==> src/rtl/calc_pkg.sv <==
// Shared types for the RPN calculator: opcode and FSM state enums plus operand-count rules.
package calc_pkg;

   typedef enum logic [2:0] {
      OP_MUL  = 3'd0,
      OP_ADD  = 3'd1,
      OP_SUB  = 3'd2,
      OP_SQR  = 3'd3,
      OP_INC2 = 3'd4,
      OP_DEC2 = 3'd5,
      OP_SWAP = 3'd6,
      OP_CLR  = 3'd7
   } calc_op_e;

   typedef enum logic {
      ST_IDLE = 1'b0,
      ST_ERR  = 1'b1
   } calc_state_e;

   localparam logic [1:0] ARITY_BINARY = 2'd2;
   localparam logic [1:0] ARITY_UNARY  = 2'd1;
   localparam logic [1:0] ARITY_NONE   = 2'd0;

   // Minimum stack depth an operator needs before it may execute.
   function automatic logic [1:0] op_min_count(calc_op_e op);
      case (op)
         OP_MUL, OP_ADD, OP_SUB, OP_SWAP: op_min_count = ARITY_BINARY;
         OP_SQR, OP_INC2, OP_DEC2:        op_min_count = ARITY_UNARY;
         default:                         op_min_count = ARITY_NONE;
      endcase
   endfunction

   function automatic logic is_binary(calc_op_e op);
      is_binary = (op == OP_MUL) || (op == OP_ADD) || (op == OP_SUB);
   endfunction

endpackage

==> src/rtl/rpn_calc_if.sv <==
// Front-end bus of the RPN calculator: one-button entry inputs and the display/status outputs.
interface rpn_calc_if #(
   parameter int WIDTH = 8,
   parameter int DEPTH = 4
);
   localparam int CW = $clog2(DEPTH + 1);

   // Handshake: there is no ready; an entry commits on the cycle validIn rises
   // (high now, low last cycle), with opIn/dataIn sampled in that same cycle.
   // Edges must be at least two cycles apart; holding validIn high commits once.
   logic             validIn;
   logic             opIn;
   logic [WIDTH-1:0] dataIn;
   logic [WIDTH-1:0] dataOut;
   logic [CW-1:0]    count;
   logic             err;
   logic             ovf;

   modport master (output validIn, opIn, dataIn, input dataOut, count, err, ovf);
   modport slave  (input validIn, opIn, dataIn, output dataOut, count, err, ovf);
endinterface

==> src/rtl/calc_alu.sv <==
// Combinational ALU: a = next-on-stack, b = top-of-stack. Define RPN_CALC_SAT_EN to clamp instead of wrap.
module calc_alu
   import calc_pkg::*;
#(
   parameter int WIDTH = 8
) (
   input  logic [WIDTH-1:0] a,
   input  logic [WIDTH-1:0] b,
   input  calc_op_e         op,
   output logic [WIDTH-1:0] result,
   output logic             ovf
);
   localparam int W2 = 2 * WIDTH;

   logic [W2-1:0] full;
   logic          hi;
   logic          lo;

   always_comb begin
      full = '0;
      hi   = 1'b0;
      lo   = 1'b0;
      case (op)
         OP_MUL: begin
            full = W2'(a) * W2'(b);
            hi   = |full[W2-1:WIDTH];
         end
         OP_SQR: begin
            full = W2'(b) * W2'(b);
            hi   = |full[W2-1:WIDTH];
         end
         OP_ADD: begin
            full = W2'({1'b0, a} + {1'b0, b});
            hi   = full[WIDTH];
         end
         OP_INC2: begin
            full = W2'({1'b0, b} + (WIDTH + 1)'(2));
            hi   = full[WIDTH];
         end
         OP_SUB: begin
            full = W2'(a - b);
            lo   = (a < b);
         end
         OP_DEC2: begin
            full = W2'(b - WIDTH'(2));
            lo   = (b < WIDTH'(2));
         end
         default: full = W2'(b);
      endcase
   end

   always_comb begin
      ovf    = hi | lo;
      result = full[WIDTH-1:0];
`ifdef RPN_CALC_SAT_EN
      if (hi)      result = '1;
      else if (lo) result = '0;
`endif
   end

endmodule

==> src/rtl/rpn_calc.sv <==
// RPN calculator top: entry edge detect, IDLE/ERR FSM, operand stack, depth and status registers.
module rpn_calc
   import calc_pkg::*;
#(
   parameter int WIDTH = 8,
   parameter int DEPTH = 4
) (
   input  logic        clk,
   input  logic        rst,
   rpn_calc_if.slave   bus,
   output calc_state_e state_dbg
);
   localparam int CW = $clog2(DEPTH + 1);
   localparam int IW = (DEPTH > 1) ? $clog2(DEPTH) : 1;
   localparam logic [CW-1:0] FULL = CW'(DEPTH);

   logic             valid_d;
   logic             commit;
   calc_op_e         op;
   calc_state_e      state, state_n;
   logic [WIDTH-1:0] stack   [DEPTH];
   logic [WIDTH-1:0] stack_n [DEPTH];
   logic [CW-1:0]    count_r, count_n;
   logic [WIDTH-1:0] dout_r, dout_n;
   logic             err_r, err_n, ovf_r, ovf_n;
   logic [IW-1:0]    tos_idx, nos_idx, push_idx;
   logic [WIDTH-1:0] alu_res;
   logic             alu_ovf;

   assign commit   = bus.validIn & ~valid_d;
   assign op       = calc_op_e'(bus.dataIn[2:0]);
   // Indices are only used when count guarantees they are in range.
   assign tos_idx  = IW'(count_r - CW'(1));
   assign nos_idx  = IW'(count_r - CW'(2));
   assign push_idx = IW'(count_r);

   calc_alu #(.WIDTH(WIDTH)) u_alu (
      .a      (stack[nos_idx]),
      .b      (stack[tos_idx]),
      .op     (op),
      .result (alu_res),
      .ovf    (alu_ovf)
   );

   always_comb begin
      state_n = state;
      stack_n = stack;
      count_n = count_r;
      err_n   = err_r;
      ovf_n   = ovf_r;
      if (commit) begin
         if (bus.opIn && op == OP_CLR) begin
            count_n = '0;
            err_n   = 1'b0;
            ovf_n   = 1'b0;
            state_n = ST_IDLE;
         end else if (state == ST_IDLE) begin
            if (!bus.opIn) begin
               if (count_r == FULL) begin
                  err_n   = 1'b1;
                  state_n = ST_ERR;
               end else begin
                  stack_n[push_idx] = bus.dataIn;
                  count_n           = count_r + CW'(1);
               end
            end else if (count_r < CW'(op_min_count(op))) begin
               err_n   = 1'b1;
               state_n = ST_ERR;
            end else if (op == OP_SWAP) begin
               stack_n[tos_idx] = stack[nos_idx];
               stack_n[nos_idx] = stack[tos_idx];
            end else if (is_binary(op)) begin
               stack_n[nos_idx] = alu_res;
               count_n          = count_r - CW'(1);
               ovf_n            = alu_ovf;
            end else begin
               stack_n[tos_idx] = alu_res;
               ovf_n            = alu_ovf;
            end
         end
      end
      dout_n = (count_n == '0) ? '0 : stack_n[IW'(count_n - CW'(1))];
   end

   always_ff @(posedge clk) begin
      if (rst) begin
         state   <= ST_IDLE;
         count_r <= '0;
         dout_r  <= '0;
         err_r   <= 1'b0;
         ovf_r   <= 1'b0;
      end else begin
         state   <= state_n;
         count_r <= count_n;
         dout_r  <= dout_n;
         err_r   <= err_n;
         ovf_r   <= ovf_n;
      end
   end

   // The edge detector keeps tracking through reset so a held button cannot commit on release.
   always_ff @(posedge clk) begin
      valid_d <= bus.validIn;
   end

   always_ff @(posedge clk) begin
      stack <= stack_n;
   end

   assign bus.dataOut = dout_r;
   assign bus.count   = count_r;
   assign bus.err     = err_r;
   assign bus.ovf     = ovf_r;
   assign state_dbg   = state;

endmodule

==> src/flat_wrapper.sv <==
// flat-port wrapper written by rule: the top's interface ports become plain ports
module rpn_calc_flat import calc_pkg::*;
#(
   parameter int WIDTH = 8,
   parameter int DEPTH = 4
)
  (clk, rst, state_dbg, bus_validIn, bus_opIn, bus_dataIn, bus_dataOut, bus_count, bus_err, bus_ovf);
  rpn_calc_if #(.WIDTH(WIDTH), .DEPTH(DEPTH)) bus_i ();
  input  logic clk;
  input  logic rst;
  output calc_state_e state_dbg;
  input wire logic [$bits(bus_i.validIn)-1:0] bus_validIn;
  input wire logic [$bits(bus_i.opIn)-1:0] bus_opIn;
  input wire logic [$bits(bus_i.dataIn)-1:0] bus_dataIn;
  output wire logic [$bits(bus_i.dataOut)-1:0] bus_dataOut;
  output wire logic [$bits(bus_i.count)-1:0] bus_count;
  output wire logic [$bits(bus_i.err)-1:0] bus_err;
  output wire logic [$bits(bus_i.ovf)-1:0] bus_ovf;
  assign bus_i.validIn = bus_validIn;
  assign bus_i.opIn = bus_opIn;
  assign bus_i.dataIn = bus_dataIn;
  assign bus_dataOut = bus_i.dataOut;
  assign bus_count = bus_i.count;
  assign bus_err = bus_i.err;
  assign bus_ovf = bus_i.ovf;
  rpn_calc #(.WIDTH(WIDTH), .DEPTH(DEPTH)) u_core (.clk(clk), .rst(rst), .bus(bus_i), .state_dbg(state_dbg));
endmodule
==> config.mk <==
export PLATFORM = sky130hd
export DESIGN_NAME = rpn_calc_flat
export DESIGN_NICKNAME = d
export VERILOG_FILES = /design/src/rtl/calc_pkg.sv /design/src/rtl/rpn_calc_if.sv /design/src/rtl/calc_alu.sv /design/src/rtl/rpn_calc.sv /design/src/flat_wrapper.sv
export SDC_FILE = /design/constraint.sdc
export NUM_CORES = 1
export LEC_CHECK = 0
export BUFFER_PORTS_ARGS = -buffer_cell sky130_fd_sc_hd__buf_4
export CAP_MARGIN = 20
export CELL_PAD_IN_SITES_DETAIL_PLACEMENT = 0
export CELL_PAD_IN_SITES_GLOBAL_PLACEMENT = 1
export CORE_UTILIZATION = 30
export CTS_BUF_LIST = sky130_fd_sc_hd__clkbuf_8
export DETAILED_ROUTE_END_ITERATION = 8
export PLACE_DENSITY = 0.66
export SETUP_SLACK_MARGIN = 0.2
export SYNTH_ARGS = -nofsm -noshare
export SYNTH_HDL_FRONTEND = slang
export SYNTH_SLANG_ARGS = --single-unit
export TNS_END_PERCENT = 10
==> constraint.sdc <==
create_clock -name clk -period 19.8 [get_ports clk]
set_clock_uncertainty 0.05 [all_clocks]
set_input_delay 1.98 -clock clk [delete_from_list [all_inputs] [get_ports clk]]
set_output_delay 1.98 -clock clk [all_outputs]
set_load 0.02 [all_outputs]
[Yosys cells after proc, flatten, opt, wreduce, memory -nomap -nowiden]
Cells that the tools add are included.
Word-level totals
  flip-flop bits (word level): 47
  bits of input ports: 12
  output and inout port bits: 14
  word-level logic and storage cells: 125
Cells by class
  add/sub/neg operators: 8
  multipliers: 2
  order comparisons: 10
  eq/ne operators: 12
  muxes and demuxes: 59
  bitwise logic cells: 7
  reductions and logical operators: 17
Operator list (count)
  $mux W32: 8
  $bwmux W32: 5
  $mux W8: 9
  $bmux W8 S2: 3
  $demux W8 S2: 3
  $pmux W8 S6: 1
  $mul A8 B8 Y16: 2
  $mux W3: 8
  $reduce_or A8 Y1: 2
  $eq A3 B3 Y1 const B: 5
  $mux W1: 15
  $ge A3 B3 Y1 const B: 4
  $not A2 Y3: 4
  $add A8 B2 Y9 const B: 1
  $add A8 B8 Y9: 1
  $lt A3 B1 Y1 const B: 3
  $lt A8 B2 Y1 const B: 1
  $lt A8 B8 Y1: 1
  $mux W2: 4
  $sub A8 B2 Y8 const B: 1
  $sub A8 B8 Y8: 1
  $eq A3 B2 Y1 const B: 2
  $logic_not A3 Y1: 2
  $reduce_and A5 Y1: 1
  other kinds (23): 28

[Depth between registers and ports, before layout]
  depth after elaboration: 18
  depth in mapped cells: 27
  mapped depth without buffers: 24

[Hierarchy]
A second synthesis with hierarchy kept.
Unflattened totals
  cell total of the unflattened synthesis: 1247
  area total of the unflattened synthesis: 9962.1 sq um
By module, submodules not included
  rpn_calc: instances 1, cells an instance 615, area an instance 5007.3 sq um, seq. area each 940.9 sq um
  calc_alu: instances 1, cells an instance 632, area an instance 4954.8 sq um, seq. area each 0.0 sq um

[Least setup slack after synthesis]
No wires, ideal clock.
  path type: flip-flop to flip-flop
  from: reg u_core.count_r[1], in the netlist u_core.bus.count[1]
  to: reg u_core.ovf_r, in the netlist u_core.bus.ovf
  setup time: 0.115 ns
  arrival time: 6.339 ns
  required time: 19.635 ns
  path slack: 13.297 ns
  cell stages (with the launch flop): 23
  path buffers: 3
  period minus slack after synthesis: 6.503 ns
  cells stage by stage: dfxtp_1 buf_1 inv_1 ha_1 buf_4 mux2_4 o21ai_2 clkinv_1 clkbuf_1 nand2_1 fa_1 fa_1 fa_1 fa_1 inv_1 ha_1 or2_2 a21oi_1 a21oi_1 o31a_1 nor4_1 o211ai_1 o21a_1
Between the ends
  word-level cells in the longest chain between the ends: 14
  elaborated cells between the ends (all ways): 29
  classes of those cells: 4 x add/sub; 2 x mul; 3 x order compare; 1 x eq/ne; 13 x mux; 3 x bitwise; 3 x reduce/logical
Ends and longest elaborated chain
  start: declaration: RTL line rpn_calc.sv:23  | logic [CW-1:0] count_r, count_n;
  start signal: assignment: RTL line rpn_calc.sv:94  | count_r <= count_n;
  $sub A3 B1 Y3 / $sub A2 B2 Y2 (equally long branches): RTL line rpn_calc.sv:33, rpn_calc.sv:34
  $not A2 Y3, on equally long branches: RTL line rpn_calc.sv:39, rpn_calc.sv:38
  $bmux W8 S2, on equally long branches: RTL line rpn_calc.sv:39, rpn_calc.sv:38
  $mux W8, on equally long branches (2 in series): RTL line rpn_calc.sv:39, rpn_calc.sv:38
  $mul A8 B8 Y16, on equally long branches: RTL line calc_alu.sv:29, calc_alu.sv:25
  $reduce_or A8 Y1, on equally long branches: RTL line calc_alu.sv:30, calc_alu.sv:26
  $pmux W1 S4: RTL line calc_alu.sv:23  | case (op)
  $or A1 B1 Y1: RTL line calc_alu.sv:53  | ovf = hi | lo;
  $mux W1: RTL line rpn_calc.sv:69  | end else if (op == OP_SWAP) begin
  $mux W1: RTL line rpn_calc.sv:66  | end else if (count_r < CW'(op_min_count(op))) begin
  $mux W1: RTL line rpn_calc.sv:58  | if (!bus.opIn) begin
  $mux W1: RTL line rpn_calc.sv:57  | end else if (state == ST_IDLE) begin
  $mux W1: RTL line rpn_calc.sv:52  | if (bus.opIn && op == OP_CLR) begin
  end signal: assignment: RTL line rpn_calc.sv:97  | ovf_r <= ovf_n;
  end: declaration: RTL line rpn_calc.sv:25  | logic err_r, err_n, ovf_r, ovf_n;
Parallel ways exist; a longest one is shown, timed or not. The select of a mux whose other input is x is not followed.
A chain may end at the register's enable or synchronous reset.

[Worst setup path in the final report]
Ends and elaborated chain as after synthesis.

==> results.tsv <==
stage	metric	value	unit
clocking	cts_root_buffer	clkbuf_8	
floorplan	die_y	175	um
placed_design	numPortBuffers	25	
grt	grt_pass1_wl	50800	um
power_and_ir_drop	clkPwrFrac	5.9	%
yosys	synthTopCellsByArea	fa_1 13%, ha_1 13%, dfxtp_1 11%	
critical_path	critical_path_class	reg -> reg	
layout	fillers	3141	
sta	finalMaxSlewViolations	0	
run	max_cap_violations	0	
critical_path	cp_common_cell	fa_1	
sta	hold_viol	0	
critical_path	end_kind	register	
detailed_routing	route.vias.total	8888	
yosys	synth_edf_count	0	
layout	multi_input_area	0.00729	sq mm
layout	diodes	0	
critical_path	crit_family	adder cells	
run_status	outcome	finished, final reports clean	
power_and_ir_drop	switching_share	55.6	%
yosys	synth_area	0.00895	sq mm
layout	regArea	941	sq um
clocking	clk_pin_slew	0.10	ns
power_and_ir_drop	p_int	0.000558	W
yosys	yosys_warnings	0	
detailed_routing	routed_via_density	5.83	
critical_path	slowest_stage	ha_1	
layout	finish.utilization	33.0	%
sta	timing.fmax	138	MHz
yosys	synth.area.mux_share	9.01	%
grt	grt_max_degree	34	
sta	tightest_slew	1.20	ns
sta	fin_crit_sh	36.7	%
detailed_routing	routed_wl	32900	um
layout	synthToLayoutAreaGrowth	6.85	%
clocking	clk_latency	0.32	ns
critical_path	cp_cell_sequence	buf_4, inv_1, ha_1, mux2_4, o21ai_2, clkinv_1, nand2_1, fa_1, fa_1, fa_1, fa_1, inv_1, ha_1, inv_1, a211oi_1, o21ai_0, a21oi_1, a21o_1, a21oi_1, mux2i_1, a31oi_1, o21a_1	
power_and_ir_drop	ir_drop	44.5	uV
yosys	yosys.area_share.simple	20.5	%
critical_path	crit_fanout	19	
clocking	clock-sinks	47	
yosys	syn_area_per_cell	7.73	sq um
layout	layout.nets	1308	
sta	fin_crit	7.26	ns
yosys	yosysTopAreaCell	fa_1	
power_and_ir_drop	power_density	132	mW/mm^2
critical_path	crit_buf_inv	5	
detailed_routing	drt.antenna.violating_nets	0	
floorplan	ios	26	
yosys	syn_nets	1326	
power_and_ir_drop	p_leak	4.03	nW
yosys	synthArstFlopShare	0	%
grt	grt-ovfl-total	0	
yosys	synth_ff_type	dfxtp_1	
power_and_ir_drop	p_seq_share	12.6	%
clocking	cts_tree	built	
yosys	synth_top_family_by_area	adder cells	
critical_path	cp_slowest_stage_delay	0.82	ns
min_path	min_path_type	reg -> reg	
detailed_routing	drc	0	
layout	final_area	0.00957	sq mm
detailed_routing	drt-wirelength-per-cell	21.6	um
layout	layout-drive-gt1-share	7.36	%
floorplan	rows	62	
sta	setup_tns	0	ns
critical_path	critPathLaunchType	register	
yosys	synth-compound-area-share	22.7	%
grt	globalRouteTotalUtil	21.3	%
yosys	ys_types	79	
clocking	h-tree-depth	2	
clocking	cts_hold_buf	0	
sta	rsz0062_at_grt	no	
power_and_ir_drop	switchingPower	0.000700	W
placed_design	dpl-instance-area	0.00946	sq mm
detailed_routing	first_pass_iters	5	
yosys	syn_inst	1159	
clocking	cts_post_setup_buffers_inserted	0	
clocking	cts_buffer_depth	2	
placed_design	dp_hpwl	24600	um
yosys	synth-xor-area-share	2.54	%
floorplan	initial_core_util	30.9	%
sta	slew_headroom	19.6	%
placed_design	gp_congestion	0.910	
grt	grt_pass1_vias	8418	
yosys	ys_seq_elements	47	
floorplan	core	0.0290	sq mm
power_and_ir_drop	pwr-share-comb	81.5	%
yosys	synth_top_area_share	13.4	%
clocking	numCtsBuffers	5	
floorplan	die_x	175	um
floorplan	die_area	0.0305	sq mm
clocking	post_cts_resized	0	
grt	antenna_found_initial	0	
critical_path	cp.arrival	7.48	ns
yosys	ys_seq_area_share	10.5	%
yosys	synth_fa_ha_area_share	26.7	%
detailed_routing	drtIter0Drc	891	
sta	final-setup-viol-count	0	
critical_path	cp.required	20.02	ns
worst register-to-register path: stages, from the launching register on:
cell and delay, ns:
dfxtp_1 0.32, buf_4 0.28, inv_1 0.17, ha_1 0.82, mux2_4 0.36, o21ai_2 0.29, clkinv_1 0.57, nand2_1 0.29
fa_1 0.44, fa_1 0.52, fa_1 0.52, fa_1 0.55, inv_1 0.04, ha_1 0.32, inv_1 0.05, a211oi_1 0.28
o21ai_0 0.15, a21oi_1 0.24, a21o_1 0.16, a21oi_1 0.07, mux2i_1 0.12, a31oi_1 0.44, o21a_1 0.17
flip-flops by register name (all words and copies together) (netlist names):
register            flops
u_core.state_dbg        1
u_core.valid_d          1
u_core.bus.count        3
u_core.bus.ovf          1
u_core.bus.err          1
u_core.stack           32
u_core.bus.dataOut      8
through the flow:
step	std cells	hold WS, ns	total power, W	setup slack, ns
2_1_floorplan	1159	0.413	0.000911	13.30
3_3_place_gp	1518	0.481	0.00117	12.85
3_5_place_dp	1518	0.473	0.00117	12.67
4_1_cts	1525	0.488	0.00125	12.64
5_1_grt	1525	0.525	0.00139	12.27
6_report	1525	0.488	0.00126	12.54
cell usage after synthesis, types with 5 or more instances:
| master | count |
|---|---|
| nand3_1 | 15 |
| dfxtp_1 | 47 |
| o221ai_1 | 8 |
| and2_1 | 42 |
| o22ai_1 | 12 |
| nor2b_1 | 15 |
| clkbuf_1 | 51 |
| a21o_1 | 10 |
| o21a_1 | 5 |
| a221oi_1 | 9 |
| nor3b_1 | 11 |
| a21oi_1 | 67 |
| nor2_1 | 92 |
| a2111oi_0 | 6 |
| mux2i_1 | 42 |
| nand2b_1 | 14 |
| a211oi_1 | 14 |
| mux4_2 | 13 |
| and3_1 | 7 |
| buf_1 | 6 |
| a32oi_1 | 6 |
| o21ai_0 | 78 |
| a22oi_1 | 15 |
| nor3_1 | 30 |
| inv_1 | 121 |
| or3_1 | 6 |
| o31ai_1 | 5 |
| mux2_2 | 7 |
| nand2_1 | 109 |
| xor2_1 | 10 |
| a31oi_1 | 12 |
| or4_1 | 5 |
| ha_1 | 95 |
| o311ai_0 | 5 |
| xnor2_1 | 16 |
| fa_1 | 60 |
| o211ai_1 | 10 |
cell usage in the layout, fill, tap and decap left out, drive strengths merged, types with 6 or more instances in the layout:
| cell | netlist | layout |
|---|---|---|
| a2111oi | 6 | 6 |
| a211oi | 14 | 14 |
| a21o | 10 | 10 |
| a21oi | 69 | 69 |
| a221oi | 10 | 10 |
| a22oi | 15 | 15 |
| a31oi | 12 | 12 |
| a32oi | 6 | 6 |
| and2 | 43 | 43 |
| and3 | 8 | 8 |
| buf | 12 | 38 |
| dfxtp | 47 | 47 |
| fa | 60 | 60 |
| ha | 95 | 95 |
| inv | 121 | 121 |
| mux2 | 8 | 8 |
| mux2i | 42 | 42 |
| mux4 | 13 | 13 |
| nand2 | 109 | 109 |
| nand2b | 14 | 14 |
| nand3 | 15 | 15 |
| nor2 | 92 | 92 |
| nor2b | 15 | 15 |
| nor3 | 31 | 31 |
| nor3b | 11 | 11 |
| o211ai | 10 | 10 |
| o21ai | 82 | 82 |
| o221ai | 9 | 9 |
| o22ai | 12 | 12 |
| or3 | 6 | 6 |
| xnor2 | 16 | 16 |
| xor2 | 10 | 10 |
cells by family after synthesis:
family,after synthesis
buffers and inverters,186
AO/OA/AOI/OAI,309
multiplexers,63
flip-flops,47
AND/OR/NAND/NOR,373
adder cells (fa/ha/maj),155
XOR/XNOR,26
power by group through the flow:
| stage | logic [W] | clock network (W) | registers, W |
|---|---|---|---|
| 2_1_floorplan | 0.000764 | 0 | 0.000146 |
| 3_3_place_gp | 0.00101 | 0 | 0.000158 |
| 3_5_place_dp | 0.00101 | 0 | 0.000158 |
| 4_1_cts | 0.00102 | 0.0000755 | 0.000155 |
| 5_1_grt | 0.00115 | 0.0000799 | 0.000161 |
| 6_report | 0.00103 | 0.0000747 | 0.000158 |
path summary, 6_finish.rpt:
path,start,depth (start not counted),slack [ns],endpoint
max reg2reg,u_core.bus.count[1],22,12.54,u_core.bus.ovf
min,u_core.stack[16],2,0.49,u_core.stack[16]
min reg2reg,u_core.stack[16],2,0.49,u_core.stack[16]
max,u_core.bus.count[1],22,12.54,u_core.bus.ovf
per-layer routing:
metal / vias to the layer above / global-route usage [%] / share of wire [%]
met5: - / 0 / 0
met4: 0 / 7.50 / 3.3
met3: 66 / 2.31 / 7.4
met2: 427 / 33.3 / 44
met1: 4320 / 30.3 / 45
li1: 4075 / - / -
layout make-up:
| cell class | count | share of cell area, % |
|---|---|---|
| multi-input combinational | 926 | 76.2 |
| sequential | 47 | 9.83 |
| tap | 384 | 5.02 |
| inverter | 123 | 4.83 |
| timing repair buffer | 38 | 2.98 |
| clock buffer | 5 | 0.719 |
| clock inverter | 2 | 0.392 |
Power figures use the tool's default switching activity.
